===== src/rtl/alu_issue_stage_if.sv =====
// Issue and writeback handshake bundle for the ALU issue stage.
// The master drives issue requests and consumes results. The slave is the stage itself.
interface alu_issue_stage_if #(
    parameter int N = 32
);
    logic         in_valid;
    logic         in_ready;
    logic [2:0]   in_op;
    logic [N-1:0] in_a;
    logic [N-1:0] in_b;
    logic [3:0]   in_rd;
    logic         in_setf;

    logic         out_valid;
    logic         out_ready;
    logic [N-1:0] out_result;
    logic [3:0]   out_flags;
    logic [3:0]   out_rd;
    logic         out_err;

    modport master (
        output in_valid, in_op, in_a, in_b, in_rd, in_setf, out_ready,
        input  in_ready, out_valid, out_result, out_flags, out_rd, out_err
    );

    modport slave (
        input  in_valid, in_op, in_a, in_b, in_rd, in_setf, out_ready,
        output in_ready, out_valid, out_result, out_flags, out_rd, out_err
    );
endinterface


===== src/rtl/alu_issue_stage.sv =====
// Execute-stage wrapper around a parallel-result ALU.
// Operands are registered, the stage waits out multicycle paths, selects a result and holds it for writeback.
module alu_issue_stage #(
    parameter int N          = 32,
    parameter int MUL_CYCLES = 2,
    parameter int DIV_CYCLES = 4
) (
    input  logic             clk,
    input  logic             rst,
    alu_issue_stage_if.slave bus,
    output logic [N-1:0]     alu_a,
    output logic [N-1:0]     alu_b,
    input  logic [N-1:0]     alu_rs,
    input  logic [N-1:0]     alu_rr,
    input  logic [N-1:0]     alu_rm,
    input  logic [N-1:0]     alu_rd,
    input  logic [N-1:0]     alu_rmod,
    input  logic [N-1:0]     alu_rmov,
    input  logic [3:0]       alu_fs,
    input  logic [3:0]       alu_fr,
    input  logic [3:0]       alu_fm,
    input  logic [3:0]       alu_fd,
    input  logic [3:0]       alu_fmod,
    input  logic [3:0]       alu_fmov,
    output logic [3:0]       flags_q
);
    localparam int MAX_L = (MUL_CYCLES > DIV_CYCLES) ? MUL_CYCLES : DIV_CYCLES;
    localparam int CNT_W = $clog2(MAX_L + 1);

    typedef enum logic [1:0] {
        IDLE = 2'd0,
        WAIT = 2'd1,
        HOLD = 2'd2
    } state_t;

    state_t             state_reg;
    state_t             state_next;
    logic [CNT_W-1:0]   cnt_reg;
    logic [CNT_W-1:0]   load_cnt;
    logic [2:0]         op_reg;
    logic [3:0]         rd_reg;
    logic               setf_reg;
    logic               accept;
    logic               capture;
    logic               legal;
    logic [N-1:0]       sel_result;
    logic [3:0]         sel_flags;
    logic [N-1:0]       out_result_reg;
    logic [3:0]         out_flags_reg;
    logic [3:0]         out_rd_reg;
    logic               out_err_reg;

    // Count preload is L-1 so the capture lands exactly L edges after accept.
    always_comb begin
        load_cnt = '0;
        case (bus.in_op)
            3'b010:         load_cnt = CNT_W'(MUL_CYCLES - 1);
            3'b011, 3'b100: load_cnt = CNT_W'(DIV_CYCLES - 1);
            default:        load_cnt = '0;
        endcase
    end

    assign legal = (op_reg <= 3'd5);

    always_comb begin
        sel_result = '0;
        sel_flags  = '0;
        case (op_reg)
            3'd0: begin sel_result = alu_rs;   sel_flags = alu_fs;   end
            3'd1: begin sel_result = alu_rr;   sel_flags = alu_fr;   end
            3'd2: begin sel_result = alu_rm;   sel_flags = alu_fm;   end
            3'd3: begin sel_result = alu_rd;   sel_flags = alu_fd;   end
            3'd4: begin sel_result = alu_rmod; sel_flags = alu_fmod; end
            3'd5: begin sel_result = alu_rmov; sel_flags = alu_fmov; end
            default: begin sel_result = '0;    sel_flags = '0;       end
        endcase
    end

    always_ff @(posedge clk) begin
        if (rst) begin
            state_reg <= IDLE;
        end else begin
            state_reg <= state_next;
        end
    end

    always_comb begin
        state_next = state_reg;
        accept     = 1'b0;
        capture    = 1'b0;
        case (state_reg)
            IDLE: begin
                if (bus.in_valid) begin
                    accept     = 1'b1;
                    state_next = WAIT;
                end
            end
            WAIT: begin
                if (cnt_reg == '0) begin
                    capture    = 1'b1;
                    state_next = HOLD;
                end
            end
            HOLD: begin
                if (bus.out_ready) begin
                    state_next = IDLE;
                end
            end
            default: state_next = IDLE;
        endcase
    end

    always_ff @(posedge clk) begin
        if (rst) begin
            cnt_reg        <= '0;
            op_reg         <= '0;
            rd_reg         <= '0;
            setf_reg       <= 1'b0;
            alu_a          <= '0;
            alu_b          <= '0;
            out_result_reg <= '0;
            out_flags_reg  <= '0;
            out_rd_reg     <= '0;
            out_err_reg    <= 1'b0;
            flags_q        <= '0;
        end else begin
            if (accept) begin
                alu_a    <= bus.in_a;
                alu_b    <= bus.in_b;
                op_reg   <= bus.in_op;
                rd_reg   <= bus.in_rd;
                setf_reg <= bus.in_setf;
                cnt_reg  <= load_cnt;
            end else if (state_reg == WAIT && cnt_reg != '0) begin
                cnt_reg <= cnt_reg - 1'b1;
            end
            if (capture) begin
                out_result_reg <= sel_result;
                out_flags_reg  <= sel_flags;
                out_rd_reg     <= rd_reg;
                out_err_reg    <= ~legal;
                if (setf_reg && legal) begin
                    flags_q <= sel_flags;
                end
            end
        end
    end

    assign bus.in_ready   = (state_reg == IDLE);
    assign bus.out_valid  = (state_reg == HOLD);
    assign bus.out_result = out_result_reg;
    assign bus.out_flags  = out_flags_reg;
    assign bus.out_rd     = out_rd_reg;
    assign bus.out_err    = out_err_reg;
endmodule

===== src/flat_wrapper.sv =====
// flat-port wrapper written by rule: the top's interface ports become plain ports
module alu_issue_stage_flat 
#(
    parameter int N          = 32,
    parameter int MUL_CYCLES = 2,
    parameter int DIV_CYCLES = 4
)
  (clk, rst, alu_a, alu_b, alu_rs, alu_rr, alu_rm, alu_rd, alu_rmod, alu_rmov, alu_fs, alu_fr, alu_fm, alu_fd, alu_fmod, alu_fmov, flags_q, bus_in_valid, bus_in_op, bus_in_a, bus_in_b, bus_in_rd, bus_in_setf, bus_out_ready, bus_in_ready, bus_out_valid, bus_out_result, bus_out_flags, bus_out_rd, bus_out_err);
  alu_issue_stage_if #(.N(N)) bus_i ();
  input  logic clk;
  input  logic rst;
  output logic [N-1:0] alu_a;
  output logic [N-1:0] alu_b;
  input  logic [N-1:0] alu_rs;
  input  logic [N-1:0] alu_rr;
  input  logic [N-1:0] alu_rm;
  input  logic [N-1:0] alu_rd;
  input  logic [N-1:0] alu_rmod;
  input  logic [N-1:0] alu_rmov;
  input  logic [3:0] alu_fs;
  input  logic [3:0] alu_fr;
  input  logic [3:0] alu_fm;
  input  logic [3:0] alu_fd;
  input  logic [3:0] alu_fmod;
  input  logic [3:0] alu_fmov;
  output logic [3:0] flags_q;
  input wire logic [$bits(bus_i.in_valid)-1:0] bus_in_valid;
  input wire logic [$bits(bus_i.in_op)-1:0] bus_in_op;
  input wire logic [$bits(bus_i.in_a)-1:0] bus_in_a;
  input wire logic [$bits(bus_i.in_b)-1:0] bus_in_b;
  input wire logic [$bits(bus_i.in_rd)-1:0] bus_in_rd;
  input wire logic [$bits(bus_i.in_setf)-1:0] bus_in_setf;
  input wire logic [$bits(bus_i.out_ready)-1:0] bus_out_ready;
  output wire logic [$bits(bus_i.in_ready)-1:0] bus_in_ready;
  output wire logic [$bits(bus_i.out_valid)-1:0] bus_out_valid;
  output wire logic [$bits(bus_i.out_result)-1:0] bus_out_result;
  output wire logic [$bits(bus_i.out_flags)-1:0] bus_out_flags;
  output wire logic [$bits(bus_i.out_rd)-1:0] bus_out_rd;
  output wire logic [$bits(bus_i.out_err)-1:0] bus_out_err;
  assign bus_i.in_valid = bus_in_valid;
  assign bus_i.in_op = bus_in_op;
  assign bus_i.in_a = bus_in_a;
  assign bus_i.in_b = bus_in_b;
  assign bus_i.in_rd = bus_in_rd;
  assign bus_i.in_setf = bus_in_setf;
  assign bus_i.out_ready = bus_out_ready;
  assign bus_in_ready = bus_i.in_ready;
  assign bus_out_valid = bus_i.out_valid;
  assign bus_out_result = bus_i.out_result;
  assign bus_out_flags = bus_i.out_flags;
  assign bus_out_rd = bus_i.out_rd;
  assign bus_out_err = bus_i.out_err;
  alu_issue_stage #(.N(N), .MUL_CYCLES(MUL_CYCLES), .DIV_CYCLES(DIV_CYCLES)) u_core (.clk(clk), .rst(rst), .bus(bus_i), .alu_a(alu_a), .alu_b(alu_b), .alu_rs(alu_rs), .alu_rr(alu_rr), .alu_rm(alu_rm), .alu_rd(alu_rd), .alu_rmod(alu_rmod), .alu_rmov(alu_rmov), .alu_fs(alu_fs), .alu_fr(alu_fr), .alu_fm(alu_fm), .alu_fd(alu_fd), .alu_fmod(alu_fmod), .alu_fmov(alu_fmov), .flags_q(flags_q));
endmodule

===== config.mk =====
export PLATFORM = sky130hd
export DESIGN_NAME = alu_issue_stage_flat
export DESIGN_NICKNAME = d
export VERILOG_FILES = /design/src/rtl/alu_issue_stage_if.sv /design/src/rtl/alu_issue_stage.sv /design/src/flat_wrapper.sv
export SDC_FILE = /design/constraint.sdc
export NUM_CORES = 1
export LEC_CHECK = 0
export BUFFER_PORTS_ARGS = -buffer_cell sky130_fd_sc_hd__buf_2
export CORE_AREA = 2 2 154 156
export DETAILED_ROUTE_END_ITERATION = 10
export DIE_AREA = 0 0 156 158
export PLACE_DENSITY = 0.63
export SLEW_MARGIN = 15
export SYNTH_ARGS = -nofsm -noshare
export SYNTH_HDL_FRONTEND = slang
export SYNTH_SLANG_ARGS = --single-unit

===== constraint.sdc =====
create_clock -name clk -period 2.01 [get_ports clk]
set_clock_uncertainty 0.1 [all_clocks]
set_input_delay 0.1005 -clock clk [delete_from_list [all_inputs] [get_ports clk]]
set_output_delay 0.1005 -clock clk [all_outputs]
set_load 0.02 [all_outputs]

==> reports/metrics.csv <==
stage,metric,value,unit
timing,Final Hold Violating Endpoints,0,
synthesis,Seq cells post-synth,122,
drt,Pre-Repair DR Iteration Count,5,
synthesis,"Net Count, Synth",1039,
drt,via count,7347,
place,Final HPWL DP,19300,µm
setup_path,crit path DAT,2.03,ns
status,status,finished clean,
global_routing,vias in the first global route,7216,
synthesis,Mapped Cells,745,
layout,layout cells sized above 1,0.397,
clock_tree,setup bufs post-CTS,0,
layout,final net count,1519,
global_routing,overall routing resource usage,0.205,
drt,DRC violations left,0,
timing,RSZ-0062 raised after global routing,false,
setup_path,CP Buf/Inv Count,3,
setup_path,crit path from,u_core.op_reg[1],
synthesis,post-synthesis mux area share,0.105,
drt,DRT iter0 DRCs,581,
setup_path,R2R Path End,u_core.bus.out_result[20],
clock_tree,Root Driver,clkbuf_16,
timing,worst-margin pin slew,0.724,ns
layout,P&R area growth vs syn,66.8,%
drt,routed wire length,26300,µm
run,max-capacitance violation count,0,
clock_tree,CTS Sinks,122,
timing,post-layout minimum cycle time,1.84,ns
global_routing,initial antenna violation count,5,
synthesis,"Cell Area, Synth",6020,µm²
drt,ANT nets after route,0,
timing,crit share post-route,0.914,
setup_path,WS Path Type,reg2reg,
setup_path,Most Frequent Cell on Critical Path,buf_4,
timing,fmax,0.544,GHz
layout,# fillers,2316,
floorplan,total die area,24600,µm²
timing,Rel. slew slack,0.515,
floorplan,Initial Util,0.261,
timing,setup TNS,0,ns
synthesis,Netlist cell types,46,
floorplan,Die Span Y,158,µm
global_routing,global-route wire length before repair,39300,µm
synthesis,Synth Area in Adders,0.00415,
timing,Finish-stage setup viols,0,
layout,most frequent cells in the layout,"buf_2, nand2_1, dfxtp_1",
drt,drt via density,4.79,
floorplan,Die Span X,156,µm
clock_tree,Clock transition at path regs,0.06,ns
setup_path,"Cell Chain, Critical Path",buf_6 > buf_4 > and2_0 > buf_4 > a22oi_1 > o22ai_1 > o21a_1,
global_routing,global route overflow,0,
setup_path,critical path startpoint category,flop,
power_and_ir_drop,Final Power,8.55,mW
setup_path,"CP delay by family, top",compound AO/OA/AOI/OAI gates,
synthesis,Mapped Avg Cell Area,8.08,µm²
setup_path,crit path to,u_core.bus.out_result[20],
floorplan,Rows,56,
power_and_ir_drop,Power Dens Cells,851,nW/µm²
floorplan,core area,23100,µm²
setup_path,Crit. path cell count,7,
synthesis,area share of xor/xnor cells in the synthesized design,0.00145,
layout,"Core Util, Final",0.436,
layout,"most common cell after layout, fill and taps aside",buf_2,
setup_path,CP max FO,19,
clock_tree,CTS Buf Count,17,
global_routing,largest net degree at the start of global routing,60,
power_and_ir_drop,peak supply drop,0.552,mV
synthesis,yosys warns,0,
timing,Final Slew Violations,0,
clock_tree,H-tree levels,4,
synthesis,post-synthesis simple-gate area fraction,0.187,
setup_path,critical-path cell with the highest stage delay,dfxtp_2,
place,IO buf count,402,
min_path,worst min path class,in2reg,
power_and_ir_drop,Lkg Pwr,4.51,nW
setup_path,reg-to-reg setup timing slack,0.17,ns
setup_path,crit end category,flop,
clock_tree,CTS max path bufs,2,
clock_tree,TritonCTS clock tree,built,
timing,hold slack,0.0185,ns
place,RD Place Congestion,0.857,
setup_path,Crit path largest cell delay,0.32,ns
floorplan,IO Pins,403,
clock_tree,worst-skew pair later-pin latency,0.40,ns
synthesis,largest family of logic cells by synthesized area,compound AO/OA/AOI/OAI gates,
synthesis,Synth Area in Compound Gates,0.232,
setup_path,Critical Path RT,2.21,ns
synthesis,"Seq/Total Area, Yosys",0.405,
setup_path,Worst R2R Path Depth,7,
setup_path,RR Startpoint,u_core.op_reg[1],
drt,wire per inst,17.2,µm
## area by class of cell
| cell class | instances | area [µm²] | area share |
|---|---|---|---|
| diodes | 5 | 12.5 | 0.00125 |
| clock buffers | 18 | 439 | 0.0437 |
| clock inverters | 14 | 208 | 0.0207 |
| inverters | 6 | 26.3 | 0.00261 |
| multi-input cells | 547 | 3200 | 0.318 |
| flip-flops and latches | 122 | 2450 | 0.244 |
| well taps | 290 | 363 | 0.0361 |
| repair buffers | 531 | 3350 | 0.334 |
## synthesized netlist by cell type, drive strengths merged
library cell | count | share of area
nand2 | 156 | 0.097
dfxtp | 122 | 0.41
a21oi | 90 | 0.075
nor2 | 71 | 0.045
mux2i | 47 | 0.078
buf | 35 | 0.040
clkbuf | 35 | 0.022
a211oi | 30 | 0.037
o21ai | 22 | 0.018
a22oi | 20 | 0.025
mux2 | 12 | 0.023
a2111oi | 10 | 0.015
a222oi | 10 | 0.017
nor3 | 10 | 0.011
nand3b | 9 | 0.011
nand3 | 8 | 0.0066
o21a | 7 | 0.0087
o22ai | 7 | 0.0073
a221oi | 6 | 0.0087
a311oi | 6 | 0.0087
inv | 5 | 0.0031
nand2b | 4 | 0.0042
nor2b | 4 | 0.0042
a32oi | 3 | 0.0044
o22a | 3 | 0.0044
a211o | 2 | 0.0029
and2 | 2 | 0.0021
ha | 2 | 0.0042
and2b | 1 | 0.0012
and3 | 1 | 0.0010
and3b | 1 | 0.0015
clkinv | 1 | 0.00062
mux4 | 1 | 0.0037
nor3b | 1 | 0.0012
xnor2 | 1 | 0.0015
## metal layers
metal  routed length [µm]  vias to the layer above  GRT usage
li1                     -                     3612          -
met1                10400                     3398      0.235
met2                13200                      297      0.359
met3                 1950                       40     0.0572
met4                  773                        0     0.0882
met5                    0                        -          0
## power by group
part	total (mW)	internal (mW)	switching (mW)
sequential	2.81	2.67	0.142
clock	3.40	2.14	1.26
combinational	2.34	1.02	1.32
## metrics by stage
step,instance area [µm²],instances,setup WS (ns)
after floorplan,6020,745,0.179
after global placement,8410,1399,0.0232
after detailed placement,8410,1399,0.00370
after CTS,10000,1528,0.0557
after global routing,10000,1532,0.0204
final,10000,1533,0.173
## worst reg2reg max path, delay by kind of cell (launching register included)
family / cells / cell delay (ns)
buffers and inverters: 3 / 0.53
AO/OA/AOI/OAI: 3 / 0.64
flip-flops: 1 / 0.32
AND/OR/NAND/NOR: 1 / 0.16
## worst min path at each step
| stage | slack (ns) | end | startpoint | cells after the start |
|---|---|---|---|---|
| global placement | 0.24 | u_core.alu_b[22] | bus_in_b[22] | 3 |
| floorplan | 0.14 | u_core.setf_reg | bus_in_setf | 2 |
| detailed placement | 0.25 | u_core.alu_a[5] | bus_in_a[5] | 3 |
| global route | 0.02 | u_core.bus.out_result[18] | alu_rmod[18] | 4 |
| finish | 0.02 | u_core.bus.out_result[18] | alu_rmod[18] | 4 |
| CTS | 0.00002 | u_core.bus.out_result[18] | alu_rmod[18] | 4 |
## timing repair
item | CTS | global route
gates cloned | 0 | 0
gates resized for setup | 1 | 3
endpoints found under the hold margin | 96 | 0
setup endpoints to repair | 2 | 10
hold buffers | 97 | 0
## cells by family after synthesis
logic type / count (synthesis)
compound gates: 216
xor+xnor: 1
fa+ha+maj: 2
buf+inv: 76
flops: 122
mux: 60
simple gates: 268
Note: power is estimated with default switching activity, not from simulation.
